`config.mk`:
```
export PLATFORM = sky130hd
export DESIGN_NAME = ntt4_core_arbiter_flat
export DESIGN_NICKNAME = d
export VERILOG_FILES = /design/src/rtl/ntt_pkg.sv /design/src/rtl/ntt4_core_arbiter_if.sv /design/src/rtl/ntt_result_fifo.sv /design/src/rtl/ntt4_core_arbiter.sv /design/src/flat_wrapper.sv
export SDC_FILE = /design/constraint.sdc
export NUM_CORES = 1
export LEC_CHECK = 0
export CELL_PAD_IN_SITES_DETAIL_PLACEMENT = 2
export CELL_PAD_IN_SITES_GLOBAL_PLACEMENT = 2
export CORE_ASPECT_RATIO = 1.75
export CORE_UTILIZATION = 45
export CTS_CLUSTER_SIZE = 40
export DETAILED_ROUTE_END_ITERATION = 6
export GPL_ROUTABILITY_DRIVEN = 0
export MAX_ROUTING_LAYER = met4
export PLACE_DENSITY = 0.84
export SYNTH_ARGS = -nofsm -noshare
export SYNTH_HDL_FRONTEND = slang
export SYNTH_SLANG_ARGS = --single-unit
```
`constraint.sdc`:
```
create_clock -name clk -period 19 [get_ports clk]
set_clock_uncertainty 0.2 [all_clocks]
set_input_delay 1.9 -clock clk [delete_from_list [all_inputs] [get_ports clk]]
set_output_delay 1.9 -clock clk [all_outputs]
set_load 0.005 [all_outputs]
```
`src/rtl/ntt_pkg.sv`:
```
// Shared types and constants for the 4-point NTT (q = 7681) datapath and its front end.
package ntt_pkg;

    localparam int W        = 17;    // coefficient width at the core ports
    localparam int Q        = 7681;  // modulus
    localparam int CORE_LAT = 4;     // core input sample -> core output valid, in cycles

    // Twiddles of the 4-point negacyclic core: psi, psi^2 (the 4th root omega), psi^3.
    localparam int PSI   = 1925;
    localparam int OMEGA = 3383;
    localparam int PSI3  = 6468;

    typedef logic [W-1:0] coef_t;
    typedef coef_t [3:0]  coef_vec_t;  // element [0] sits in bits [W-1:0]

    typedef enum logic {
        TAG_A = 1'b0,
        TAG_B = 1'b1
    } tag_t;

    typedef struct packed {
        tag_t      tag;
        coef_vec_t data;
    } result_t;

    // True when any coefficient of the vector is not a reduced residue mod Q.
    function automatic logic any_out_of_range(input coef_vec_t v);
        logic hit;
        hit = 1'b0;
        for (int i = 0; i < 4; i++) begin
            if (v[i] >= coef_t'(Q)) hit = 1'b1;
        end
        return hit;
    endfunction

endpackage

```
`src/rtl/ntt4_core_arbiter_if.sv`:
```
// Requester and result handshakes of the shared NTT core front end.
// The slave modport is the arbiter side, the master modport the producer/consumer side.
interface ntt4_core_arbiter_if
    import ntt_pkg::*;
();

    logic      a_valid;
    logic      a_ready;
    coef_vec_t a_coef;

    logic      b_valid;
    logic      b_ready;
    coef_vec_t b_coef;

    logic      res_valid;
    logic      res_ready;
    logic      res_tag;
    coef_vec_t res_data;

    modport master (
        output a_valid, a_coef, b_valid, b_coef, res_ready,
        input  a_ready, b_ready, res_valid, res_tag, res_data
    );

    modport slave (
        input  a_valid, a_coef, b_valid, b_coef, res_ready,
        output a_ready, b_ready, res_valid, res_tag, res_data
    );

endinterface

```
`src/rtl/ntt_result_fifo.sv`:
```
// Synchronous FIFO holding tagged core results; exposes its occupancy for credit checks.
module ntt_result_fifo #(
    parameter int DEPTH = 8,
    parameter int WIDTH = 8
) (
    input  logic                   clk,
    input  logic                   reset_n,
    input  logic                   push,
    input  logic [WIDTH-1:0]       push_data,
    input  logic                   pop,
    output logic [WIDTH-1:0]       head,
    output logic                   empty,
    output logic [$clog2(DEPTH):0] count
);

    localparam int AW = $clog2(DEPTH);

    logic [WIDTH-1:0] mem [DEPTH];
    logic [AW-1:0]    wr_ptr;
    logic [AW-1:0]    rd_ptr;

    // Storage write port.
    // NOTE: the array has no reset; entries are only observable once count says they were written.
    always_ff @(posedge clk) begin
        if (push) mem[wr_ptr] <= push_data;
    end

    // Pointers wrap naturally modulo DEPTH; count tracks simultaneous push and pop.
    always_ff @(posedge clk or negedge reset_n) begin
        if (!reset_n) begin
            wr_ptr <= '0;
            rd_ptr <= '0;
            count  <= '0;
        end else begin
            if (push) wr_ptr <= wr_ptr + 1'b1;
            if (pop)  rd_ptr <= rd_ptr + 1'b1;
            case ({push, pop})
                2'b10:   count <= count + 1'b1;
                2'b01:   count <= count - 1'b1;
                default: count <= count;
            endcase
        end
    end

    assign head  = mem[rd_ptr];
    assign empty = (count == '0);

endmodule

```
`src/rtl/ntt4_core_arbiter.sv`:
```
// Round-robin front end sharing one free-running 4-point NTT core between requesters A and B.
// Issues are credit-limited so every transform in flight already owns a result FIFO slot.
module ntt4_core_arbiter
    import ntt_pkg::*;
#(
    parameter int FIFO_DEPTH = 8
) (
    input  logic              clk,
    input  logic              reset_n,
    ntt4_core_arbiter_if.slave bus,
    output coef_vec_t         core_in,
    input  coef_vec_t         core_out,
    output logic              busy,
    output logic              range_err
);

    localparam int CW = $clog2(FIFO_DEPTH) + 1;

    tag_t            rr_ptr;
    logic            grant_a;
    logic            grant_b;
    logic            issue;
    coef_vec_t       issue_coef;
    logic            can_issue;

    // Stage 0 lines up with the core_in register, stage CORE_LAT with core_out.
    logic [CORE_LAT:0] trk_vld;
    logic [CORE_LAT:0] trk_tag;

    logic [CW-1:0]   inflight_count;
    logic [CW-1:0]   fifo_count;
    logic [CW:0]     used;
    logic            fifo_empty;
    logic            push;
    logic            pop;
    result_t         push_entry;
    result_t         head;

    // Number of transforms between the core_in register and core_out.
    // NOTE: every always_comb output gets a default first so no latch is inferred.
    always_comb begin
        inflight_count = '0;
        for (int i = 0; i <= CORE_LAT; i++) begin
            inflight_count = inflight_count + {{(CW-1){1'b0}}, trk_vld[i]};
        end
    end

    assign used      = {1'b0, fifo_count} + {1'b0, inflight_count};
    assign can_issue = used < (CW+1)'(FIFO_DEPTH);

    // Round-robin grant: a lone requester always wins, a tie goes to the pointer holder.
    always_comb begin
        grant_a = 1'b0;
        grant_b = 1'b0;
        if (can_issue) begin
            if (bus.a_valid && (!bus.b_valid || rr_ptr == TAG_A)) grant_a = 1'b1;
            else if (bus.b_valid)                                  grant_b = 1'b1;
        end
    end

    assign issue      = grant_a | grant_b;
    assign issue_coef = grant_b ? bus.b_coef : bus.a_coef;
    assign bus.a_ready = grant_a;
    assign bus.b_ready = grant_b;

    // Issue register: drives the core, moves the RR pointer and latches the range flag.
    // NOTE: sequential state uses non-blocking assignments so all flops update from pre-edge values.
    always_ff @(posedge clk or negedge reset_n) begin
        if (!reset_n) begin
            rr_ptr    <= TAG_A;
            core_in   <= '0;
            range_err <= 1'b0;
        end else begin
            if (grant_a)      rr_ptr <= TAG_B;
            else if (grant_b) rr_ptr <= TAG_A;
            core_in <= issue ? issue_coef : '0;
            if (issue && any_out_of_range(issue_coef)) range_err <= 1'b1;
        end
    end

    // Valid/tag shift register following each transform through the core.
    always_ff @(posedge clk or negedge reset_n) begin
        if (!reset_n) begin
            trk_vld <= '0;
            trk_tag <= '0;
        end else begin
            trk_vld <= {trk_vld[CORE_LAT-1:0], issue};
            trk_tag <= {trk_tag[CORE_LAT-1:0], grant_b};
        end
    end

    assign push       = trk_vld[CORE_LAT];
    assign push_entry = '{tag: tag_t'(trk_tag[CORE_LAT]), data: core_out};
    assign pop        = !fifo_empty && bus.res_ready;

    ntt_result_fifo #(
        .DEPTH (FIFO_DEPTH),
        .WIDTH ($bits(result_t))
    ) u_fifo (
        .clk       (clk),
        .reset_n   (reset_n),
        .push      (push),
        .push_data (push_entry),
        .pop       (pop),
        .head      (head),
        .empty     (fifo_empty),
        .count     (fifo_count)
    );

    // Head entry is masked to zero while empty so the idle bus shows reset values.
    assign bus.res_valid = !fifo_empty;
    assign bus.res_tag   = fifo_empty ? 1'b0 : logic'(head.tag);
    assign bus.res_data  = fifo_empty ? '0 : head.data;

    assign busy = (inflight_count != '0) || !fifo_empty;

endmodule

```
`src/flat_wrapper.sv`:
```
// flat-port wrapper written by rule: the top's interface ports become plain ports
module ntt4_core_arbiter_flat import ntt_pkg::*;
#(
    parameter int FIFO_DEPTH = 8
)
  (clk, reset_n, core_in, core_out, busy, range_err, bus_a_valid, bus_a_coef, bus_b_valid, bus_b_coef, bus_res_ready, bus_a_ready, bus_b_ready, bus_res_valid, bus_res_tag, bus_res_data);
  ntt4_core_arbiter_if bus_i ();
  input  logic clk;
  input  logic reset_n;
  output coef_vec_t core_in;
  input  coef_vec_t core_out;
  output logic busy;
  output logic range_err;
  input wire logic [$bits(bus_i.a_valid)-1:0] bus_a_valid;
  input wire logic [$bits(bus_i.a_coef)-1:0] bus_a_coef;
  input wire logic [$bits(bus_i.b_valid)-1:0] bus_b_valid;
  input wire logic [$bits(bus_i.b_coef)-1:0] bus_b_coef;
  input wire logic [$bits(bus_i.res_ready)-1:0] bus_res_ready;
  output wire logic [$bits(bus_i.a_ready)-1:0] bus_a_ready;
  output wire logic [$bits(bus_i.b_ready)-1:0] bus_b_ready;
  output wire logic [$bits(bus_i.res_valid)-1:0] bus_res_valid;
  output wire logic [$bits(bus_i.res_tag)-1:0] bus_res_tag;
  output wire logic [$bits(bus_i.res_data)-1:0] bus_res_data;
  assign bus_i.a_valid = bus_a_valid;
  assign bus_i.a_coef = bus_a_coef;
  assign bus_i.b_valid = bus_b_valid;
  assign bus_i.b_coef = bus_b_coef;
  assign bus_i.res_ready = bus_res_ready;
  assign bus_a_ready = bus_i.a_ready;
  assign bus_b_ready = bus_i.b_ready;
  assign bus_res_valid = bus_i.res_valid;
  assign bus_res_tag = bus_i.res_tag;
  assign bus_res_data = bus_i.res_data;
  ntt4_core_arbiter #(.FIFO_DEPTH(FIFO_DEPTH)) u_core (.clk(clk), .reset_n(reset_n), .bus(bus_i), .core_in(core_in), .core_out(core_out), .busy(busy), .range_err(range_err));
endmodule
```
==> qor.csv, run 1 <==
metric,value,unit
status,finished clean,
drv_slew,0,
finalSetupTns,0,ns
netSwitchingFraction,31.28,%
dr.pass1.iters,7,
synthCells,1175,
crit_arrival,4.24,ns
htreeDepth,2,
hold_class,reg2reg,
vdd_drop_max,0.1687,mV
crit_path_end_kind,output port,
cts_resized,0,
p_clk_share,24.3,%
p_seq_share,40.2,%
cts_buffers,57,
cts.sinks,642,
routedWlPerCell,33.08,um
synth_common_cells,"edfxtp_1, mux4_2, dfrtp_1",
clk_latency,0.61,ns
synth_top_family_by_area,multiplexers,
grt_use_total,28.75,%
synth-edff-count,552,
num_rows,113,
yosysMostFrequentCell,edfxtp_1,
power_frac_comb,35.5,%
met1_length,26990,um
grt_pass1_wl,108600,um
hold_end,u_core.trk_tag[1],
ys.flop_type,edfxtp_1,
muxShareOfSynthArea,15.71,%
totalWireLength,75950,um
r2r-end,u_core.range_err,
critical_path_class,reg2out,
fp.dieW,178.8,um
routed-via-count,13370,
r2r_cells,13,
hp-start,u_core.trk_tag[0],
worst_pin_slew,1.121,ns
crit_required,16.90,ns
die_h,311.4,um
synth_compound_area_share,2.761,%
ys_seq_elements,642,
synth.distinct_cells,40,
clk_pin_slew,0.07,ns
power.net_switching,0.001514,W
antenna_found_initial,12,
fillers,4446,
synth_xor_area_share,0.2847,%
yosys.area.top_type,edfxtp_1,
reg2reg_setup_slack,14.51,ns
grt_setup_unrepaired,false,
period_share,33.36,%
grt_pass1_vias,15550,
dr_wl_met3,3883,um
grt_start_max_net_pins,75,
io_pins,351,
cts_max_path_buffers,3,
grt.overflow.total,0,
final_cells,2296,
synth_top_cell_area_share,67.36,%
holdBufCountCts,0,
cts_root_buf,clkbuf_16,
ys_warn_count,0,
powerDensity,156.9,mW/mm^2
synthAdderAreaFrac,0.7016,%
period_minus_slack,6.338,ns
cell_internal_pwr,0.003327,W
async_flop_share,14.02,%
dr_wl_met2,41880,um
dieArea,0.05566,mm^2
final-setup-viol-count,0,
core,0.05415,mm^2
yosysSeqAreaShare,76.51,%
syn_area_per_cell,20.94,um^2
placed_cells,2180,
path_max_fanout,38,
hold_violations,0,
final_nets,1770,
synthSimpleGateAreaFrac,2.690,%
hpwl,48730,um
slew_headroom,25.26,%
whs_path_depth,0,
fmax,157.8,MHz
drt-initial-drc-count,943,
cts_post_setup_buffers_inserted,0,
syn_nets,1396,
port_buffers,350,
netlist_top_cells_area,"edfxtp_1, mux4_2, dfrtp_1, mux2i_1, a22o_1",
cts_tree,done,
p_leak,10.55,nW
cap_violations,0,
top_layer_used,met4,
initial_core_util,45.44,%
vias_per_cell,5.821,
drc,0,
start_kind,register,
post-route-util,56.96,%
r2r_start,u_core.trk_vld[0],
ant_nets,0,
syn_to_final_growth,25.35,%
post_route_cells_drive_above_1_share,17.00,%
synth_area,0.02461,mm^2
critical path, cell delays in order (launching register included):
cell and delay, ns:
dfrtp_4 0.77, buf_4 0.64, buf_4 0.74, mux4_2 0.62, mux2i_1 0.22, nor2_1 0.10, clkdlybuf4s50_1 0.49
layer usage:
metal | up-vias | global-route usage, %
li1 | 5574 | -
met1 | 7084 | 30.77
met2 | 560 | 51.74
met3 | 147 | 4.844
met4 | 0 | 11.65
met5 | - | -
worst max path at each step:
| stage | startpoint | end |
|---|---|---|
| floorplan | u_core.u_fifo.wr_ptr[2] | u_core.u_fifo.mem[0][0] |
| global placement | u_core.u_fifo.rd_ptr[0] | bus_res_data[28] |
| detailed placement | u_core.u_fifo.rd_ptr[0] | bus_res_data[30] |
| CTS | u_core.u_fifo.rd_ptr[0] | bus_res_data[30] |
| global route | u_core.u_fifo.rd_ptr[0] | bus_res_data[30] |
| finish | u_core.u_fifo.rd_ptr[0] | bus_res_data[30] |
kinds of logic (layout without fill, tap and decap cells):
family	count (synthesis)	count (layout)
xor gates and xnor gates	8	8
adders and majority gates	12	12
muxes	213	213
other	0	12
and+or+nand+nor	145	145
AOI/OAI and AO/OA	82	82
buffers and inverters	73	492
DFF	642	642
metrics by stage:
stage | cell area (um^2) | setup slack, ns | hold WS (ns) | power (W)
after floorplan | 24610 | 12.96 | 0.1312 | 0.002811
after global placement | 28960 | 13.36 | 0.1324 | 0.003586
after detailed placement | 28960 | 13.18 | 0.1395 | 0.003708
after CTS | 30820 | 12.51 | 0.1528 | 0.004916
after global routing | 30850 | 12.29 | 0.1619 | 0.005053
final | 30850 | 12.66 | 0.1509 | 0.004841
cell type report:
cell class              count  area (um^2)  area share, %
clock inverters            33        321.6          1.042
flip-flops and latches    642        18840          61.08
well taps                 690        863.3          2.799
diodes                     12        30.03        0.09735
clock buffers              71         1531          4.965
multi-input cells         460         5515          17.88
inverters                  11        41.29         0.1339
repair buffers            377         3704          12.01
power by group through the flow:
stage	Sequential, W	Clock [W]	Combinational [W]
CTS	0.00195	0.00120	0.00176
global placement	0.00193	0	0.00165
global route	0.00197	0.00124	0.00184
finish	0.00195	0.00118	0.00172
floorplan	0.00190	0	0.000909
detailed placement	0.00198	0	0.00173
cell usage in the layout, fill, tap and decap left out, types with 6 or more instances in the layout:
cell / n
edfxtp_1: 552
clkdlybuf4s50_1: 349
mux4_2: 138
dfrtp_1: 87
nor2_1: 83
mux2i_1: 73
a22o_1: 64
clkbuf_16: 59
buf_4: 28
nor4_1: 17
diode_2: 12
clkinv_2: 11
clkbuf_1: 11
inv_1: 10
nand4_1: 9
nand2_1: 9
ha_1: 9
a31oi_1: 8
nor3_1: 7
nor2_4: 6
clkinv_1: 6
registers in the layout, summed over array words and instances, names as in the netlist:
signal                flops
u_core.core_in           68
u_core.range_err          1
u_core.trk_tag            5
u_core.rr_ptr             1
u_core.trk_vld            5
u_core.u_fifo.mem       552
u_core.u_fifo.count       4
u_core.u_fifo.wr_ptr      3
u_core.u_fifo.rd_ptr      3
Note: power is estimated with default switching activity, not from simulation.
==> inputs of run 2 (changes only) <==
- CORE_UTILIZATION: 45 -> 37
- PLACE_DENSITY: 0.84 -> 0.74
- clock period: 19 -> 5.17 ns (I/O delays scaled with it)
==> run 2 against run 1 <==
- count of clock-buffer cells in the layout decreased by 4
- utilization down 9.3 points
- wire length fell by 8.7%
- register-to-register slack lost 13 ns
- worst hold slack got worse by 0.0035 ns
- cell count up 8.4%
- global-route usage down 7.1 points
- sequential cell count stayed put
- cell area is 1.1% higher
- sequential share of layout area down 0.69 points
- sequential power increased to 3.7 times the previous value
- die area up 21%
- critical path type unchanged
- largest cell class unchanged
==> qor.csv, run 2 (synthesized netlist as in run 1, its figures left out) <==
metric,value,unit,change
drc,0,,unchanged
cts_max_path_buffers,3,,unchanged
dr.pass1.iters,4,,-3
cp_slowest_stage_delay,0.50,ns,-0.27 ns
p_leak,10.60,nW,+0.50%
power_frac_comb,35.1,%,-0.4 points
vdd_drop_max,0.3148,mV,+87%
critical_path.cell_chain,"ha_1, inv_1, fa_1, inv_1, ha_1, fa_1, ha_1, a211oi_1, and2_1, and3_2, clkdlybuf4s50_1",,
grt_setup_unrepaired,false,,
top_register,u_core.u_fifo.mem,,
htreeDepth,2,,unchanged
p_clk_share,24.5,%,+0.2 points
crit_top_cell,ha_1,,
grt_pass1_wl,102000,um,-6.0%
core,0.06547,mm^2,+21%
cts.sinks,642,,unchanged
p_seq_share,40.4,%,+0.2 points
routedWlPerCell,27.86,um,-16%
hold_class,reg2reg,,
crit_required,4.45,ns,-12.45 ns
fp.dieW,197.0,um,+10%
finalSetupTns,0,ns,unchanged
cts_post_setup_buffers_inserted,0,,unchanged
initial_core_util,37.59,%,-7.9 points
final-setup-viol-count,0,,unchanged
routed-via-count,13030,,-2.5%
port_buffers,350,,unchanged
period_minus_slack,4.749,ns,
antenna_found_initial,5,,-7
worst_pin_slew,1.092,ns,-0.02940 ns
drt-initial-drc-count,527,,-44%
period_share,91.86,%,
status,finished clean,,
fmax,210.6,MHz,
path_max_fanout,2,,-95%
hpwl,44200,um,-9.3%
slew_headroom,27.04,%,+1.8 points
crit_arrival,4.03,ns,-0.21 ns
power,0.01763,W,+260%
hold_violations,0,,unchanged
grt.overflow.total,0,,unchanged
grt_use_total,21.67,%,-7.1 points
vias_per_cell,5.235,,-10%
die_h,343.2,um,+10%
final_cell_mix,"edfxtp_1, clkdlybuf4s50_1, mux4_2",,
cap_violations,0,,unchanged
mostFrequentLayoutCell,edfxtp_1,,
grt_pass1_vias,15230,,-2.0%
netSwitchingFraction,30.38,%,-0.91 points
largestRegisters,"u_core.u_fifo.mem (552), u_core.core_in (68)",,
final_nets,1775,,+0.28%
critical_path_class,reg2out,,
largest_reg_flops,552,,unchanged
clk_pin_slew,0.06,ns,about the same
start_kind,register,,
cts_buffers,58,,+1.8%
syn_to_final_growth,26.78,%,
drv_slew,0,,unchanged
grt_start_max_net_pins,66,,-12%
io_pins,351,,unchanged
crit_path_end_kind,output port,,
power.net_switching,0.005356,W,+250%
cell_internal_pwr,0.01228,W,+270%
powerDensity,565.2,mW/mm^2,+260%
totalWireLength,69350,um,-8.7%
ant_nets,0,,unchanged
cts_tree,done,,
clk_latency,0.60,ns,about the same
slowest_stage,clkdlybuf4s50_1,,
dieArea,0.06759,mm^2,+21%
cts_root_buf,clkbuf_16,,
num_rows,124,,+9.7%
post_route_cells_drive_above_1_share,17.10,%,+0.10 points
fin_hold_ws,0.1475,ns,-0.003468 ns
-- run 2: cell count changes in the layout (fill, tap and decap cells not counted), moves of 3 or more --
cell | previous run | this run
diode_2 | 12 | 5
clkbuf_1 | 11 | 8
clkinv_1 | 6 | 13
buf_12 | 0 | 4
-- run 2: routing by layer --
metal,vias up,wire (um),global-route usage [%]
li1,5590,-,-
met1,6916,25190,23.02
met2,434,37980,39.36
met3,91,3898,4.551
met4,0,2286,7.784
met5,-,0,-
-- run 2: through the flow --
| stage | area [um^2] | worst slack, ns | utilization, % | cells |
|---|---|---|---|---|
| 3_3_place_gp | 29290 | 1.108 | 44.73 | 2375 |
| 2_1_floorplan | 24620 | 0.9673 | - | 1175 |
| 6_report | 31200 | 0.4208 | 47.65 | 2489 |
| 4_1_cts | 31190 | 0.3113 | 47.63 | 2484 |
| 5_1_grt | 31200 | 0.1978 | 47.65 | 2489 |
| 3_5_place_dp | 29290 | 1.049 | 44.73 | 2375 |
-- run 2: cell type report --
| cell class | instances | area [um^2] |
|---|---|---|
| fill | 6018 | 34270 |
| sequential | 642 | 18840 |
| multi-input combinational | 460 | 5528 |
| timing repair buffer | 381 | 3786 |
| clock buffer | 67 | 1506 |
| tap | 882 | 1104 |
| clock inverter | 41 | 381.6 |
| inverter | 11 | 41.29 |
| antenna | 5 | 12.51 |
-- run 2: final timing paths --
kind / start / endpoint / slack (ns) / cells after the start
setup / recovery: u_core.trk_vld[1] / bus_a_ready / 0.42 / 11
hold / removal: u_core.trk_tag[2] / u_core.trk_tag[3] / 0.15 / 0
setup reg to reg: u_core.trk_vld[1] / u_core.core_in[23] / 1.15 / 12
hold reg to reg: u_core.trk_tag[2] / u_core.trk_tag[3] / 0.15 / 0
max in group asynchronous: reset_n / u_core.core_in[45] / 3.45 / 3
min in group asynchronous: reset_n / u_core.core_in[26] / 0.21 / 2
-- run 2: critical path, delay by kind of cell, from the launching register on --
| kind | cells | cell delay (ns) |
|---|---|---|
| compound gates | 1 | 0.32 |
| fa+ha+maj | 5 | 1.69 |
| buf+inv | 3 | 0.60 |
| flops | 1 | 0.38 |
| simple gates | 2 | 0.43 |
-- run 2: power groups by stage --
| stage | sequential (W) | clock [W] | combinational, W |
|---|---|---|---|
| floorplan | 0.00698 | 0 | 0.00334 |
| global placement | 0.00715 | 0 | 0.00617 |
| detailed placement | 0.00725 | 0 | 0.00631 |
| CTS | 0.00716 | 0.00446 | 0.00638 |
| global route | 0.00721 | 0.00460 | 0.00672 |
| finish | 0.00712 | 0.00433 | 0.00618 |
-- run 2: repair_timing --
item                                   in CTS  in global routing
hold buffers                                1                  0
endpoints found under the hold margin      33                  0
resized for setup                           0                  0
==> inputs of run 3 (changes only) <==
- clock period: 5.17 -> 4.2 ns (I/O delays scaled with it)
==> run 3 against run 2 <==
- the flow now finishes with violations (negative setup slack)
- combinational power rose by 28%
- non-clock buffer count rose by 8
- worst hold slack improved by 0.0065 ns
- register-to-register slack got worse by 1.0 ns
- via count rose by 0.78%
- first-iteration DRC count rose by 27%
- wire length rose by 0.31%
- utilization rose by 0.48 points
- clock power rose by 28%
- worst setup slack got worse by 0.52 ns
- cell count rose by 0.48%
- critical path type unchanged
- critical endpoint unchanged
==> qor.csv, run 3 (synthesized netlist as in run 1, its figures left out) <==
metric,value,unit,change
final_nets,1784,,+0.51%
clk_latency,0.62,ns,+0.02 ns
post_route_cells_drive_above_1_share,18.34,%,+1.2 points
status,"finished, violations left",,
violations,negative setup slack,,
die_h,343.2,um,unchanged
num_rows,124,,unchanged
crit_top_cell,ha_4,,
cts_buffers,59,,+1.7%
final_cells,2501,,+0.48%
path_max_fanout,2,,unchanged
p_seq_share,39.7,%,-0.7 points
period_minus_slack,4.298,ns,
mostFrequentLayoutCell,edfxtp_1,,
hpwl,44080,um,-0.26%
final-setup-viol-count,1,,+1
antenna_found_initial,4,,-1
largestRegisters,"u_core.u_fifo.mem (552), u_core.core_in (68)",,
grt_setup_unrepaired,true,,
hold_end,u_core.trk_tag[4],,
fp.dieW,197.0,um,unchanged
grt_use_total,21.67,%,about the same
period_share,102.3,%,
drv_slew,0,,unchanged
dieArea,0.06759,mm^2,unchanged
crit_path_end_kind,output port,,
power.net_switching,0.006742,W,+26%
grt.overflow.total,0,,unchanged
start_kind,register,,
critical_path.cell_chain,"ha_4, inv_2, fa_1, inv_2, ha_4, fa_2, ha_4, a211oi_4, buf_4, and2_4, and3_4, buf_6",,
post-route-util,48.13,%,+0.48 points
vias_per_cell,5.251,,+0.29%
r2r-end,u_core.range_err,,
grt_pass1_wl,101700,um,-0.28%
cp_slowest_stage_delay,0.54,ns,+0.04 ns
vdd_drop_max,0.3999,mV,+27%
htreeDepth,2,,unchanged
met1_length,25330,um,+0.58%
drc,0,,unchanged
crit_family,adder cells,,
powerDensity,707.4,mW/mm^2,+25%
cts_root_buf,clkbuf_16,,
cell_internal_pwr,0.01555,W,+27%
hold_violations,0,,unchanged
grt_pass1_vias,15120,,-0.77%
drt-initial-drc-count,671,,+27%
hold_class,reg2reg,,
fin_ws,-0.09817,ns,-0.5190 ns
routedWlPerCell,27.81,um,-0.17%
slowest_stage,fa_1,,
dr.pass1.iters,4,,unchanged
grt_start_max_net_pins,70,,+6.1%
reg2reg_setup_slack,0.10,ns,-1.05 ns
ant_nets,0,,unchanged
hp-start,u_core.trk_tag[3],,
clk_pin_slew,0.06,ns,about the same
cap_violations,0,,unchanged
crit_required,3.58,ns,-0.87 ns
core,0.06547,mm^2,unchanged
crit_arrival,3.68,ns,-0.35 ns
p_leak,10.70,nW,+0.97%
cts.sinks,642,,unchanged
top_layer_used,met4,,
r2r_cells,15,,+3
slew_headroom,32.24,%,+5.2 points
dr_wl_met3,4209,um,+8.0%
syn_to_final_growth,28.06,%,
cts_max_path_buffers,3,,unchanged
power_frac_comb,35.3,%,+0.2 points
dr_wl_met2,37290,um,-1.8%
critical_path_class,reg2out,,
netSwitchingFraction,30.24,%,-0.13 points
pre_cts_ws,0.1053,ns,-0.9437 ns
final_cell_mix,"edfxtp_1, clkdlybuf4s50_1, mux4_2",,
whs_path_depth,0,,unchanged
port_buffers,350,,unchanged
fmax,232.7,MHz,
cts_tree,done,,
p_clk_share,24.9,%,+0.4 points
top_register,u_core.u_fifo.mem,,
io_pins,351,,unchanged
largest_reg_flops,552,,unchanged
totalWireLength,69560,um,+0.31%
routed-via-count,13130,,+0.78%
cp.buffers_inverters,4,,+1
worst_pin_slew,1.016,ns,-0.07530 ns
r2r_start,u_core.trk_vld[1],,
initial_core_util,37.59,%,unchanged
placed_cells,2379,,+0.17%
-- run 3: cell types whose count changed in the layout (fill, tap and decap cells not counted), sizes merged --
cell           previous run  this run
buf                      31        40
clkbuf                   67        74
clkinv                   26        20
bufinv                    6         9
clkdlybuf4s50           349       346
clkinvlp                  5         8
inv                      15        13
clkdlybuf4s15             0         1
-- run 3: worst max-delay path by stage --
stage | from | endpoint | slack, ns | depth (start not counted)
floorplan | u_core.u_fifo.wr_ptr[0] | u_core.u_fifo.mem[2][0] | -0.003 | 2
global placement | u_core.trk_vld[0] | bus_a_ready | 0.25 | 11
detailed placement | u_core.trk_vld[0] | bus_a_ready | 0.11 | 11
CTS | u_core.trk_vld[1] | bus_a_ready | -0.12 | 12
global route | u_core.trk_vld[1] | bus_a_ready | -0.23 | 12
finish | u_core.trk_vld[1] | bus_a_ready | -0.1 | 12
-- run 3: final cells by class --
type	instances	area, um^2
timing repair buffer	389	3921
sequential	642	18840
antenna	5	12.51
clock buffer	73	1550
clock inverter	39	444.2
fill	5985	33960
tap	882	1104
inverter	11	41.29
multi-input combinational	460	5599
-- run 3: per-layer routing --
layer	global-route usage, %	vias to the layer above
met4	8.091	0
met2	38.48	450
li1	-	5605
met5	-	-
met1	23.27	6965
met3	5.141	112
-- run 3: repair_timing --
action,in CTS,in global routing
pin swaps,5,7
buffers inserted,2,2
setup endpoints to repair,3,4
hold buffers,1,0
endpoints found under the hold margin,51,0
resized for setup,13,12
-- run 3: through the flow --
stage | power, W | hold WS, ns | setup TNS (ns) | cell area (um^2)
6_report | 0.02229 | 0.1540 | -0.09817 | 31510
5_1_grt | 0.02340 | 0.1763 | -0.4633 | 31510
4_1_cts | 0.02259 | 0.1611 | -0.1242 | 31450
3_5_place_dp | 0.01682 | 0.1471 | 0 | 29390
3_3_place_gp | 0.01648 | 0.1340 | 0 | 29390
2_1_floorplan | 0.01270 | -0.07559 | -0.3732 | 24620
-- run 3: power by group through the flow --
stage | clock, W | combinational, W | sequential, W
after CTS | 0.00574 | 0.00796 | 0.00889
after detailed placement | 0 | 0.00783 | 0.00900
after global routing | 0.00591 | 0.00852 | 0.00898
after global placement | 0 | 0.00760 | 0.00888
after floorplan | 0 | 0.00411 | 0.00859
final | 0.00555 | 0.00788 | 0.00886
